--- src/rtl/div_pkg.sv ---
// Shared encodings for the sequential RV32M divider: funct3 op codes, FSM states
// and the iteration-counter width helper.
package div_pkg;

  localparam logic [1:0] OP_DIV  = 2'b00;
  localparam logic [1:0] OP_DIVU = 2'b01;
  localparam logic [1:0] OP_REM  = 2'b10;
  localparam logic [1:0] OP_REMU = 2'b11;

  typedef enum logic [1:0] {
    IDLE = 2'b00,
    CALC = 2'b01,
    FIX  = 2'b10,
    DONE = 2'b11
  } div_state_t;

  function automatic int cnt_width(input int n);
    return (n > 1) ? $clog2(n) : 1;
  endfunction

endpackage

--- src/rtl/seq_divider_adder.sv ---
// Ripple-carry adder shared with the ALU add path; the divider uses it as its
// trial subtractor (b inverted, cin=1).
module Adder #(
  parameter int n = 8
) (
  input  logic [n-1:0] a,
  input  logic [n-1:0] b,
  input  logic         cin,
  output logic [n-1:0] sum,
  output logic         cout
);

  logic carry;

  always_comb begin
    carry = cin;
    sum   = '0;
    for (int i = 0; i < n; i++) begin
      sum[i] = a[i] ^ b[i] ^ carry;
      carry  = (a[i] & b[i]) | (carry & (a[i] ^ b[i]));
    end
    cout = carry;
  end

endmodule

--- src/rtl/seq_divider.sv ---
// Multi-cycle restoring divider for RV32M DIV/DIVU/REM/REMU: magnitude division over
// N trial subtractions, then a single sign fix-up cycle.
module seq_divider
  import div_pkg::*;
#(
  parameter int N = 32
) (
  input  logic         clk,
  input  logic         rst,
  input  logic         start,
  input  logic [1:0]   op,
  input  logic [N-1:0] dividend,
  input  logic [N-1:0] divisor,
  output logic         busy,
  output logic         done,
  output logic [N-1:0] result
);

  localparam int CW = cnt_width(N);
  localparam logic [N-1:0] ONE = N'(1);

  div_state_t state, state_nxt;

  logic [CW-1:0] cnt;
  logic [N-1:0]  q;
  logic [N:0]    r;
  logic [N-1:0]  d;
  logic [1:0]    op_r;
  logic          neg_q;
  logic          neg_r;

  logic [N:0]    rs;
  logic [N:0]    diff;
  logic          no_borrow;
  logic          r_msb_unused;

  logic signed [N-1:0] dividend_s;
  logic signed [N-1:0] divisor_s;
  logic                signed_op;
  logic                div_zero;

  function automatic logic [N-1:0] neg2c(input logic [N-1:0] x);
    return ~x + ONE;
  endfunction

  // MIN maps to 2^(N-1) read as unsigned, which keeps MIN/-1 on the normal path.
  function automatic logic [N-1:0] mag(input logic signed [N-1:0] x);
    return x[N-1] ? neg2c(x) : x;
  endfunction

  assign dividend_s   = dividend;
  assign divisor_s    = divisor;
  assign signed_op    = ~op[0];
  assign div_zero     = (divisor == '0);
  assign rs           = {r[N-1:0], q[N-1]};
  assign r_msb_unused = r[N];

  Adder #(.n(N+1)) u_trial_sub (
    .a    (rs),
    .b    (~{1'b0, d}),
    .cin  (1'b1),
    .sum  (diff),
    .cout (no_borrow)
  );

  always_ff @(posedge clk or negedge rst) begin
    if (!rst) state <= IDLE;
    else      state <= state_nxt;
  end

  always_comb begin
    state_nxt = state;
    busy      = (state != IDLE);
    done      = (state == DONE);
    case (state)
      IDLE: if (start) state_nxt = div_zero ? DONE : CALC;
      CALC: if (cnt == '0) state_nxt = FIX;
      FIX:  state_nxt = DONE;
      DONE: state_nxt = IDLE;
      default: state_nxt = IDLE;
    endcase
  end

  always_ff @(posedge clk or negedge rst) begin
    if (!rst) begin
      cnt    <= '0;
      q      <= '0;
      r      <= '0;
      d      <= '0;
      op_r   <= '0;
      neg_q  <= 1'b0;
      neg_r  <= 1'b0;
      result <= '0;
    end else begin
      case (state)
        IDLE: if (start) begin
          op_r  <= op;
          cnt   <= CW'(N-1);
          r     <= '0;
          q     <= signed_op ? mag(dividend_s) : dividend;
          d     <= signed_op ? mag(divisor_s)  : divisor;
          neg_q <= signed_op & (dividend[N-1] ^ divisor[N-1]);
          neg_r <= signed_op & dividend[N-1];
          // Divide by zero skips CALC/FIX; RISC-V defines the result directly.
          if (div_zero) result <= op[1] ? dividend : '1;
        end
        CALC: begin
          q   <= {q[N-2:0], no_borrow};
          r   <= no_borrow ? diff : rs;
          cnt <= cnt - CW'(1);
        end
        FIX: begin
          if (op_r[1]) result <= neg_r ? neg2c(r[N-1:0]) : r[N-1:0];
          else         result <= neg_q ? neg2c(q) : q;
        end
        default: ;
      endcase
    end
  end

endmodule

--- config.mk ---
export PLATFORM = sky130hd
export DESIGN_NAME = seq_divider
export DESIGN_NICKNAME = d
export VERILOG_FILES = /design/src/rtl/div_pkg.sv /design/src/rtl/seq_divider_adder.sv /design/src/rtl/seq_divider.sv
export SDC_FILE = /design/constraint.sdc
export NUM_CORES = 1
export LEC_CHECK = 0
export CORE_ASPECT_RATIO = 1.1
export CORE_MARGIN = 4
export CORE_UTILIZATION = 35
export CTS_CLUSTER_SIZE = 40
export DETAILED_ROUTE_END_ITERATION = 10
export PLACE_DENSITY = 0.63
export SYNTH_ARGS = -nofsm -noshare
export SYNTH_HDL_FRONTEND = slang
export SYNTH_SLANG_ARGS = --single-unit
--- constraint.sdc ---
create_clock -name clk -period 27 [get_ports clk]
set_input_delay 4.05 -clock clk [delete_from_list [all_inputs] [get_ports clk]]
set_output_delay 4.05 -clock clk [all_outputs]
set_load 0.02 [all_outputs]
; Word level (Yosys, flattened, before mapping)
; Index checks and enable logic that the tools add are counted.
; W data, S select, Z words.
[op_classes]
addsub = 5
n_eq_ne = 6
muxes = 22
bitwise_logic = 172
n_reduce_logical = 10
[op_table]
columns = operator, n
row1 = $mux W32, 13
row2 = $pmux W32 S2, 3
row3 = $add A32 B1 Y32 const B, 4
row4 = $not A32 Y32, 4
row5 = $and A1 B1 Y1, 67
row6 = $xor A1 B1 Y1, 65
row7 = $not A32 Y33, 1
row8 = $or A1 B1 Y1, 33
row9 = $logic_not A32 Y1, 1
row10 = $pmux W5 S2, 1
row11 = $pmux W2 S4, 1
row12 = $mux W2, 3
row13 = $ne A2 B2 Y1 const B, 3
row14 = $reduce_and A2 Y1, 3
row15 = $reduce_bool A2 Y1, 3
row16 = $logic_not A5 Y1, 1
row17 = $mux W5, 1
row18 = $sub A5 B1 Y5 const B, 1
row19 = $eq A2 B2 Y1 const B, 2
row20 = $reduce_and A3 Y1, 1
row21 = $eq A2 B1 Y1 const B, 1
row22 = $logic_not A2 Y1, 1
row23 = $not A1 Y1, 2
[totals]
regBits = 139
input_bits = 69
out_inout_bits = 34
wordCells = 224

; Longest topological paths before layout
[logic_depth]
depth_word = 69
depth_mapped = 41
depth_no_buf = 40

; Modules after synthesis
; Synthesis repeated with hierarchy kept, for this count alone.
[unflattened]
hier_cells = 1141
hier_area_um2 = 9927.0
[by_module_without_submodules]
columns = mod, n_inst, cells_each, area_per_inst_um2
row1 = seq_divider, 1, 1098, 9228.9
row2 = Adder, 1, 43, 698.2

; Least setup slack after synthesis
; OpenSTA, ideal clock, no wires.
[synth_path]
path_type = reg2reg
start = register q[31]
end = register r[24]
arrival_ps = 13463
path_slack_ps = 13403
stages_incl_launch_ff = 41
path_buffers = 1
period_less_slack_ps = 13597
cell_sequence = dfrtp_1 inv_1 ha_1 inv_1 fa_1 inv_1 fa_1 inv_1 fa_1 fa_1 fa_1 fa_1 fa_1 fa_1 fa_1 fa_1 fa_1 fa_1 [5 not listed] fa_1 fa_1 fa_1 fa_1 fa_1 fa_1 fa_1 fa_1 fa_1 fa_1 fa_1 fa_1 fa_1 fa_1 nor2_1 clkbuf_1 mux2i_1 o21ai_0
[synth_between]
elab_chain_cells = 68
[synth_lines]
columns = item, line
row1 = "start, declared", seq_divider.sv:25  ; logic [N-1:0] q;
row2 = "start signal, assigned", seq_divider.sv:100  ; q <= signed_op ? mag(dividend_s) : dividend;
row3 = "start signal, assigned", seq_divider.sv:108  ; q <= {q[N-2:0], no_borrow};
row4 = $and A1 B1 Y1 or $xor A1 B1 Y1 (tied branches), seq_divider_adder.sv:20  ; carry = (a[i] & b[i]) | (carry & (a[i] ^ b[i]));
row5 = $or A1 B1 Y1 (*), seq_divider_adder.sv:20
row6 = $and A1 B1 Y1 (*), seq_divider_adder.sv:20
row7 = $or A1 B1 Y1 (*), seq_divider_adder.sv:20
row8 = $and A1 B1 Y1 (*), seq_divider_adder.sv:20
row9 = $or A1 B1 Y1 (*), seq_divider_adder.sv:20
row10 = $and A1 B1 Y1 (*), seq_divider_adder.sv:20
row11 = $or A1 B1 Y1 (*), seq_divider_adder.sv:20
row12 = [52 not listed], --
row13 = $and A1 B1 Y1, seq_divider_adder.sv:20
row14 = $or A1 B1 Y1, seq_divider_adder.sv:20
row15 = $and A1 B1 Y1, seq_divider_adder.sv:20
row16 = $or A1 B1 Y1, seq_divider_adder.sv:20
row17 = $and A1 B1 Y1, seq_divider_adder.sv:20
row18 = $or A1 B1 Y1, seq_divider_adder.sv:20
row19 = $mux W32 (*), seq_divider.sv:109  ; r <= no_borrow ? diff : rs;
row20 = $pmux W32 S2 (*), seq_divider.sv:95  ; case (state)
row21 = "end signal, assigned", seq_divider.sv:109
row22 = "end, declared", seq_divider.sv:26  ; logic [N:0] r;
; Every way passes the cells marked *; elsewhere a longest branch is shown, timed or not.
; A chain may end at the register's enable or synchronous reset.

; Worst setup path in the final report
[layout_path]
start = register q[31]
end = register r[1]
[layout_between]
elab_chain_cells = 68
[layout_lines]
columns = item, line
row1 = $and A1 B1 Y1 or $xor A1 B1 Y1 (tied branches), seq_divider_adder.sv:20
row2 = $or A1 B1 Y1 (*), seq_divider_adder.sv:20
row3 = $and A1 B1 Y1, seq_divider_adder.sv:20
row4 = $or A1 B1 Y1, seq_divider_adder.sv:20
row5 = $and A1 B1 Y1, seq_divider_adder.sv:20
row6 = $or A1 B1 Y1, seq_divider_adder.sv:20
row7 = $and A1 B1 Y1, seq_divider_adder.sv:20
row8 = $or A1 B1 Y1, seq_divider_adder.sv:20
row9 = [52 not listed], --
row10 = $and A1 B1 Y1, seq_divider_adder.sv:20
row11 = $or A1 B1 Y1, seq_divider_adder.sv:20
row12 = $and A1 B1 Y1, seq_divider_adder.sv:20
row13 = $or A1 B1 Y1, seq_divider_adder.sv:20
row14 = $and A1 B1 Y1, seq_divider_adder.sv:20
row15 = $or A1 B1 Y1, seq_divider_adder.sv:20
row16 = $mux W32 (*), seq_divider.sv:109
row17 = $pmux W32 S2 (*), seq_divider.sv:95
; Marked as above.

==> run metrics <==
status=completed; clk_lat worst skew=430 ps; switching pwr=655.5 uW; Syn. warnings=0; first-pass GRT wire length=46.59 mm; Vias/cell=5.506; CP startpoint kind=flip-flop; gr usage total=0.1878; die area=30830 sq um; final max-slew violation count=0; Hold Buf Count CTS=0; largest net degree at the start of global routing=85; register bit total from synthesis=138; HPWL Detailed=20.85 mm; minimum clock period=14370 ps; cell-internal power=799.4 uW; path depth of the worst reg2reg path=39; leakage power=4.745 nW; fraction of registers with async set/reset=1.000; sequential power share=0.288; Final nets=1303; Mean Syn Cell Area=8.691 sq um; Worst setup EP type=flip-flop; Clock Pin Slew Worst Setup and Hold Paths=60 ps; hold endpoint=d[31]$_DFFE_PN0P_; Syn Nets=1242; Final Hold Viols=0; Hold Crit Class=flip-flop to flip-flop; Clock Skew=9.797 ps; Min Hold Slack=478.1 ps; drt first pass iters=5; Setup Viol. Count Final=0; clock sink count=138; area added between synthesis and finish=20.24%; Synth Instances=1131; post_cts resized=0; drt total wl=28.82 mm; Worst path slowest cell=nor2_4; P per Cell Area=123.1 nW/um^2; H-tree depth=4; Die Height=183.8 um; RSZ-0062 raised after global routing=false; Max Cap Violations=0; Post-synth top flop=dfrtp_1; crit path buf inv count=4; Slew @ Worst Pin=1201 ps; CORE AREA=27790 sq um; vias in the first global route=8462; most frequent CP cell=fa_1; Fin Setup TNS=0 ps; logic gate share of total power=0.525; Root Buffer=clkbuf_16; CTS Buffer Depth=2; Synth cell types=61; Fmax=69.58 MHz; hold-critical path depth=2; Switching Share=0.4506; Initial Util=0.3537; DR iter-0 viols=730; grt ovf=0; Slew HR=0.1973; worst vdd ir=57.76 uV; Final ANT Viol Nets=0; Post-CTS Setup Repair Bufs=0; IO buf count=102; FF-to-FF Start=q[31]$_DFFE_PN0P_; Via Count=8633; io pins=103; flop2flop setup slack=12630 ps; die extent in x=167.8 um; fin crit share=0.5323; RePlAce Congestion=0.8894; Crit path arrival time=14620 ps; register area share after synthesis=0.3513; Clk pwr share=0.187; most common cell after layout, fill and taps aside=dfrtp_1; Post-Syn Area=9829 sq um; Post-DP Area=11150 sq um; antenna cells=0; slowest stage delay, CP=940 ps; largest fanout on the critical path=35; total power=1.455 mW; design area=11820 sq um; r2r endpoint=r[1]$_DFFE_PN0P_; row count=64; layout cells sized above 1=0.05560; most frequent cells in the layout=dfrtp_1, nand2_1, o21ai_0, clkdlybuf4s50_1, nor2_1; CTS tree=built; CP top delay family=adder cells; Hold Startpoint=d[31]$_DFFE_PN0P_; DR WL/cell=18.38 um; cts bufs inserted=17; crit path kind=flip-flop to flip-flop; # DRC=0; antenna violations before repair=0; Post-synth EDFFs=0; WP data required=27250 ps
[layer usage]
layer	vias up	routed length [um]	track usage
met3	49	1700	0.03505
li1	4152	-	-
met1	4134	12750	0.2558
met4	0	595	0.05260
met5	-	0	0
met2	298	13780	0.3079
[worst register-to-register path: cells and delay by family (launching register included)]
| kind | cells | cell delay [ps] |
|---|---|---|
| adders and majority gates | 32 | 12130 |
| and+or+nand+nor | 1 | 940 |
| DFF | 1 | 410 |
| muxes | 1 | 310 |
| buffers and inverters | 4 | 290 |
| AOI/OAI and AO/OA | 1 | 90 |
[power groups by stage]
stage / Combinational (mW) / Sequential (mW) / Clock (mW)
after detailed placement: 0.759 / 0.421 / 0
after global placement: 0.746 / 0.418 / 0
after floorplan: 0.537 / 0.401 / 0
final: 0.764 / 0.419 / 0.272
after global routing: 0.858 / 0.436 / 0.284
after CTS: 0.765 / 0.418 / 0.275
[worst max path at each step]
stage / start / end / cells after the start
3_5_place_dp: q[31]$_DFFE_PN0P_ / r[13]$_DFFE_PN0P_ / 39
5_1_grt: q[31]$_DFFE_PN0P_ / r[3]$_DFFE_PN0P_ / 39
3_3_place_gp: q[31]$_DFFE_PN0P_ / r[1]$_DFFE_PN0P_ / 39
4_1_cts: q[31]$_DFFE_PN0P_ / r[13]$_DFFE_PN0P_ / 39
2_1_floorplan: q[31]$_DFFE_PN0P_ / r[24]$_DFFE_PN0P_ / 40
6_report: q[31]$_DFFE_PN0P_ / r[1]$_DFFE_PN0P_ / 39
[per-stage QoR]
stage          worst slack (ps)  utilization  std cells
6_report                  12630       0.4253       1568
3_5_place_dp              12700       0.4012       1536
2_1_floorplan             13400            -       1131
3_3_place_gp              12860       0.4012       1536
4_1_cts                   12600       0.4253       1568
5_1_grt                   12050       0.4253       1568
[state kept, by name, indices dropped and copies added, names as in the netlist]
name / count
cnt: 5
d: 32
neg_q: 1
neg_r: 1
op_r: 1
q: 32
r: 32
result: 32
state: 2
[final cells by class]
class                   instances  area, sq um
clock buffers                  18        429.2
multi-input cells             864         5913
repair buffers                114         1112
flip-flops and latches        138         3453
clock inverters                14        242.7
well taps                     363        454.2
inverters                      57        214.0
fillers                      2723        15970
[synthesized netlist by cell type (4+ instances only)]
cell | instances | area [sq um]
xor2_1 | 48 | 420.4
inv_1 | 56 | 210.2
nand2b_1 | 5 | 31.28
xnor2_1 | 64 | 560.5
mux2i_1 | 49 | 490.5
o221ai_1 | 5 | 43.79
o2bb2ai_1 | 4 | 35.03
o21ai_0 | 123 | 615.6
o21ai_1 | 9 | 45.04
nand4_1 | 5 | 31.28
clkbuf_1 | 65 | 244.0
or2_2 | 5 | 31.28
nand2_1 | 125 | 469.2
nor3_1 | 11 | 55.05
o31ai_1 | 32 | 240.2
o41ai_1 | 24 | 210.2
ha_1 | 11 | 137.6
dfrtp_1 | 138 | 3453
nor2_1 | 79 | 296.5
nand3_1 | 10 | 50.05
or4_1 | 24 | 180.2
o22ai_1 | 19 | 118.9
and3_1 | 5 | 31.28
a21oi_1 | 69 | 345.3
fa_1 | 31 | 620.6
nor2b_1 | 4 | 25.02
buf_1 | 5 | 18.77
a31oi_1 | 15 | 93.84
nand3b_1 | 6 | 45.04
or3_1 | 17 | 106.4
nor4_1 | 13 | 81.33
a221o_1 | 4 | 40.04
[logic make-up (layout without fill, tap and decap cells)]
logic type / after synthesis / after routing / synth area share
and+or+nand+nor: 331 / 331 / 0.1671
xor gates and xnor gates: 112 / 112 / 0.09980
muxes: 52 / 52 / 0.05333
DFF: 138 / 138 / 0.3513
buffers and inverters: 129 / 203 / 0.04952
adders and majority gates: 42 / 42 / 0.07714
AOI/OAI and AO/OA: 327 / 327 / 0.2018
(Power assumes the default switching activity.)
